### src/rtl/dffe_mux_lfsr_pkg.sv
// Shared constants and helpers for the 8-bit Galois LFSR piece selector.
// Holds the LFSR step equation and the modulo-6 piece-index reduction.
package dffe_mux_lfsr_pkg;

   localparam int unsigned LFSR_W     = 8;
   localparam int unsigned Q_W        = 3;
   localparam int unsigned PIECE_MOD  = 6;
   localparam int unsigned LOAD_EDGES = 2;

   // Bits whose next value is XORed with the feedback bit r[0].
   localparam logic [LFSR_W-1:0] TAP_MASK = 8'b0110_0100;

   function automatic logic [LFSR_W-1:0] lfsr_step(input logic [LFSR_W-1:0] r);
      logic f;
      f = r[0];
      return {f, r[LFSR_W-1:1] ^ (TAP_MASK[LFSR_W-2:0] & {(LFSR_W-1){f}})};
   endfunction

   function automatic logic [Q_W-1:0] piece_of(input logic [LFSR_W-1:0] r);
      logic [LFSR_W-1:0] rem;
      rem = r % 8'd6;
      return rem[Q_W-1:0];
   endfunction

endpackage

### src/rtl/dffe_mux_lfsr_cells.sv
// Leaf cells of the LFSR datapath: an enabled D flip-flop with async clear
// and a 2:1 multiplexer.
module dffe_ref (
   input  logic clk,
   input  logic d,
   input  logic en,
   input  logic clr,
   output logic q
);

   // Storage bit: async clear wins, otherwise capture d when enabled.
   always_ff @(posedge clk or posedge clr) begin
      if (clr) begin
         q <= 1'b0;
      end else if (en) begin
         q <= d;
      end else begin
         q <= q;
      end
   end

endmodule

module mux2In (
   input  logic in0,
   input  logic in1,
   input  logic sel,
   output logic out
);

   assign out = sel ? in1 : in0;

endmodule

### src/rtl/dffe_mux_lfsr.sv
// 8-bit Galois LFSR piece source: two-edge seed load after reset, then one
// step per clock; q is the state reduced modulo 6.
module dffe_mux_lfsr
   import dffe_mux_lfsr_pkg::*;
(
   input  logic              clock,
   input  logic              resetn,
   input  logic [LFSR_W-1:0] seed,
   output logic [Q_W-1:0]    q
);

   logic [LFSR_W-1:0] state_q;
   logic [LFSR_W-1:0] lfsr_n_s;
   logic [LFSR_W-1:0] cell_d_s;
   logic              clr_s;
   logic              load_q;
   logic              load_d;
   logic              cnt_q;
   logic              cnt_d;

   assign clr_s    = ~resetn;
   assign lfsr_n_s = lfsr_step(state_q);

   for (genvar i = 0; i < LFSR_W; i++) begin : g_cell
      mux2In u_mux (
         .in0 (lfsr_n_s[i]),
         .in1 (seed[i]),
         .sel (load_q),
         .out (cell_d_s[i])
      );

      dffe_ref u_ff (
         .clk (clock),
         .d   (cell_d_s[i]),
         .en  (1'b1),
         .clr (clr_s),
         .q   (state_q[i])
      );
   end

   // Load phase spans two edges: the first arms cnt, the second drops load.
   always_comb begin
      cnt_d  = cnt_q;
      load_d = load_q;
      if (!cnt_q) begin
         cnt_d = 1'b1;
      end else begin
         load_d = 1'b0;
      end
   end

   // Load-control register; reset re-arms the seed load.
   always_ff @(posedge clock or negedge resetn) begin
      if (!resetn) begin
         load_q <= 1'b1;
         cnt_q  <= 1'b0;
      end else begin
         load_q <= load_d;
         cnt_q  <= cnt_d;
      end
   end

   assign q = piece_of(state_q);

endmodule

### config.mk
export PLATFORM = sky130hd
export DESIGN_NAME = dffe_mux_lfsr
export DESIGN_NICKNAME = d
export VERILOG_FILES = /design/src/rtl/dffe_mux_lfsr_pkg.sv /design/src/rtl/dffe_mux_lfsr_cells.sv /design/src/rtl/dffe_mux_lfsr.sv
export SDC_FILE = /design/constraint.sdc
export NUM_CORES = 1
export LEC_CHECK = 0
export ABC_AREA = 1
export CAP_MARGIN = 20
export CORE_MARGIN = 1.5
export CORE_UTILIZATION = 44
export CTS_CLUSTER_DIAMETER = 80
export DETAILED_ROUTE_END_ITERATION = 10
export PLACE_DENSITY = 0.74
export SLEW_MARGIN = 10
export SYNTH_ARGS = -nofsm -noshare
export SYNTH_HDL_FRONTEND = slang
export SYNTH_SLANG_ARGS = --single-unit
### constraint.sdc
create_clock -name clock -period 2 [get_ports clock]
set_clock_uncertainty 0.2 [all_clocks]
set_input_delay 0.2 -clock clock [delete_from_list [all_inputs] [get_ports clock]]
set_output_delay 0.2 -clock clock [all_outputs]
set_load 0.02 [all_outputs]
==> results.md <==
* Lkg Pwr at 0.435 nW
* Peak Freq at around 0.43 GHz
* Min Tclk post-route at around 2.3 ns
* Final WS setup at -0.334 ns
* Crit Path Class: reg2out
* Critical Path RT at around 1.6 ns
* Post-Layout Cell Count at between 100 and 150
* Post-CTS Hold Buffers at 0
* Layout net count at about 120
* Status: finished with violations
* Setup repair after global routing missed its margin: true
* Drt first pass iters at 4
* Starting DRT DRC Count at 10
* Avg WL per Cell at around 12 um
* Worst skew pair latency at about 0.26 ns
* Final setup vio count at 2
* Clk root buf: clkbuf_4
* Antenna Diode Count at 0
* Placed insts at 116
* Failing checks: negative setup slack
* TritonCTS Buffers at 3
* Initial Util at 0.480
* Setup crit end kind: output pin
* Vias in the first global route at roughly 510
* Total power at about 0.37 mW
* GRT Residual Overflow at 0
* Endpoints failing hold at 0
* CTS tree: done
* Most frequent CP cell: nand2_1
* Post-detail-place hpwl at ~960 um
* Syn Std Cell Area at between 600 and 700 um^2
* Area Growth Syn to Fin at 48.0%
* Max Slew Vio Count at 0
* Syn. warnings at 0
* Drt drc at 0
* PwrDens at about 400 nW/um^2
* Antenna violations before repair at 0
* CP startpoint kind: flop
* Unique masters post-synth at 20
* Syn_area_per_cell at about 7.5 um^2
* Peak supply drop at ~0.0004 V
* CTS clock-pin slew for the worst setup and hold paths at approximately 0.070 ns
* Post-synthesis sequential area ratio at 0.393
* Routability-driven placement congestion ratio at 0.700
* CTS Sinks at 10
* Die Y at about 41 um
* Max-cap violations at 0
* Crit-path cells: inv_2 > o21ai_4 > nand2_1 > nand2_2 > nand2_2 > nand3_2 > nand2_2 > o21bai_4 > nand3_2 > nand2_1 > nand2_1 > nand2_1 > buf_6
* Crit path DAT at 1.93 ns
* Floorplan row count at 13
* H-Tree Depth at 1
* Share of cells above drive strength 1 at 0.402
* Tot GR Track Use at 0.178
* #FFs+latches synth at 10
* PortBufs at 12
* Max Buffers Root-to-Sink at 2
* Crit-path max FO at 4
* Max incr delay on CP at 0.42 ns
* Largest net degree at the start of global routing at 17
* Core ar. at roughly 1300 um^2
* DIE AREA at between 1500 and 2000 um^2
* Routed vias at approximately 620
* Fin crit share at 1.17
* Final ANT Viol Nets at 0
* Mapped Cells at 85
* Post-Route WL at approximately 1.4 mm
* HP Class: in2async
* Die width at around 41 um
* Via density per instance at roughly 5.0
* First-pass GRT wire length at 1.96 mm
* Critical-path top delay cell: dfrtp_1
* # IOs at 13
* Post-Syn Nets at 95
[critical path, delay by kind of cell (launching register included)]
kind / cells / cell delay [ns]
flip-flops: 1 / 0.42
buffers and inverters: 2 / 0.21
AND/OR/NAND/NOR: 9 / 0.66
AO/OA/AOI/OAI: 2 / 0.37
[Yosys cell counts]
master | number | share of area
nand3_2 | 3 | 0.047
dfstp_2 | 1 | 0.041
inv_1 | 8 | 0.047
nor2_1 | 1 | 0.0059
nand4_1 | 2 | 0.020
nand2_2 | 5 | 0.049
dfrtp_1 | 9 | 0.35
o21bai_2 | 1 | 0.018
o21ai_0 | 7 | 0.055
buf_4 | 1 | 0.012
o21ai_2 | 3 | 0.041
inv_2 | 1 | 0.0059
nand2_1 | 28 | 0.16
clkbuf_1 | 1 | 0.0059
a21o_1 | 1 | 0.012
buf_2 | 1 | 0.0078
nand2_4 | 1 | 0.018
xnor2_1 | 3 | 0.041
nand3_1 | 7 | 0.055
conb_1 | 1 | 0.0059
[what timing repair did]
action / CTS / global route
pin swaps: 0 / 6
buffers inserted: 0 / 2
endpoints found under the setup margin: 2 / 2
resized for setup: 16 / 16
[worst paths after layout]
| kind | from | end | slack [ns] | cells past startpoint |
|---|---|---|---|---|
| setup / recovery | g_cell[7].u_ff.q$_DFF_PN0_ | q[1] | -0.33 | 13 |
| hold / removal | resetn | g_cell[3].u_ff.q$_DFF_PN0_ | 0.05 | 1 |
| max in group asynchronous | resetn | load_q$_DFFE_PN1P_ | 1.21 | 1 |
| setup reg to reg | g_cell[7].u_ff.q$_DFF_PN0_ | g_cell[6].u_ff.q$_DFF_PN0_ | 0.77 | 4 |
| hold reg to reg | cnt_q$_DFF_PN0_ | load_q$_DFFE_PN1P_ | 0.19 | 1 |
| min in group clock | cnt_q$_DFF_PN0_ | load_q$_DFFE_PN1P_ | 0.19 | 1 |
[flip-flops by register name, indices dropped and copies added, names as in the netlist]
| name | count |
|---|---|
| g_cell.u_ff.q | 8 |
| cnt_q | 1 |
| load_q | 1 |
[layout by cell type (no fill, tap or decap), types with 2 or more instances in the layout]
| cell | Yosys | layout |
|---|---|---|
| nand4_1 | 2 | 2 |
| clkdlybuf4s50_1 | 0 | 10 |
| o21ai_0 | 7 | 7 |
| xnor2_1 | 3 | 3 |
| nand2_1 | 28 | 23 |
| clkbuf_4 | 0 | 3 |
| dfrtp_1 | 9 | 8 |
| nand3_4 | 0 | 4 |
| inv_1 | 8 | 6 |
| buf_4 | 1 | 9 |
| nand2_2 | 5 | 10 |
| o21ai_2 | 3 | 2 |
| nand3_2 | 3 | 5 |
| inv_2 | 1 | 3 |
| buf_6 | 0 | 2 |
[metal layers]
metal	routed length (um)	vias up	track usage
li1	-	315	-
met1	587	287	0.214
met2	775	11	0.309
met3	39	2	0.0163
met4	7	0	0.0968
met5	0	-	0
[report_power, final]
group	leakage, nW	switching [mW]	total [mW]	internal, mW
sequential	0.111	0.000390	0.204	0.203
combinational	0.309	0.00607	0.0213	0.0152
clock	0.0150	0.0674	0.144	0.0769
[stage by stage]
stage / hold WS, ns / setup slack [ns] / cell area (um^2) / setup TNS [ns] / utilization
floorplan: -0.296 / 0.160 / 641 / 0 / -
CTS: 0.0504 / -0.262 / 856 / -0.519 / 0.642
global placement: 0.158 / -0.408 / 816 / -0.799 / 0.612
finish: 0.0457 / -0.334 / 948 / -0.632 / 0.711
global route: 0.0803 / -0.467 / 948 / -0.922 / 0.711
detailed placement: 0.163 / -0.462 / 816 / -0.904 / 0.612
[final cells by class]
type,instances,area (um^2)
fill,101,385
clock buffer,4,26.3
inverter,9,33.8
timing repair buffer,21,190
sequential,10,253
multi-input combinational,63,427
tap,15,18.8
[cell families after synthesis]
logic type	synth area share
xor+xnor	0.0410
buf+inv	0.0781
simple gates	0.357
other cells	0.00585
flops	0.393
compound gates	0.125
Power figures use the tool's default switching activity.
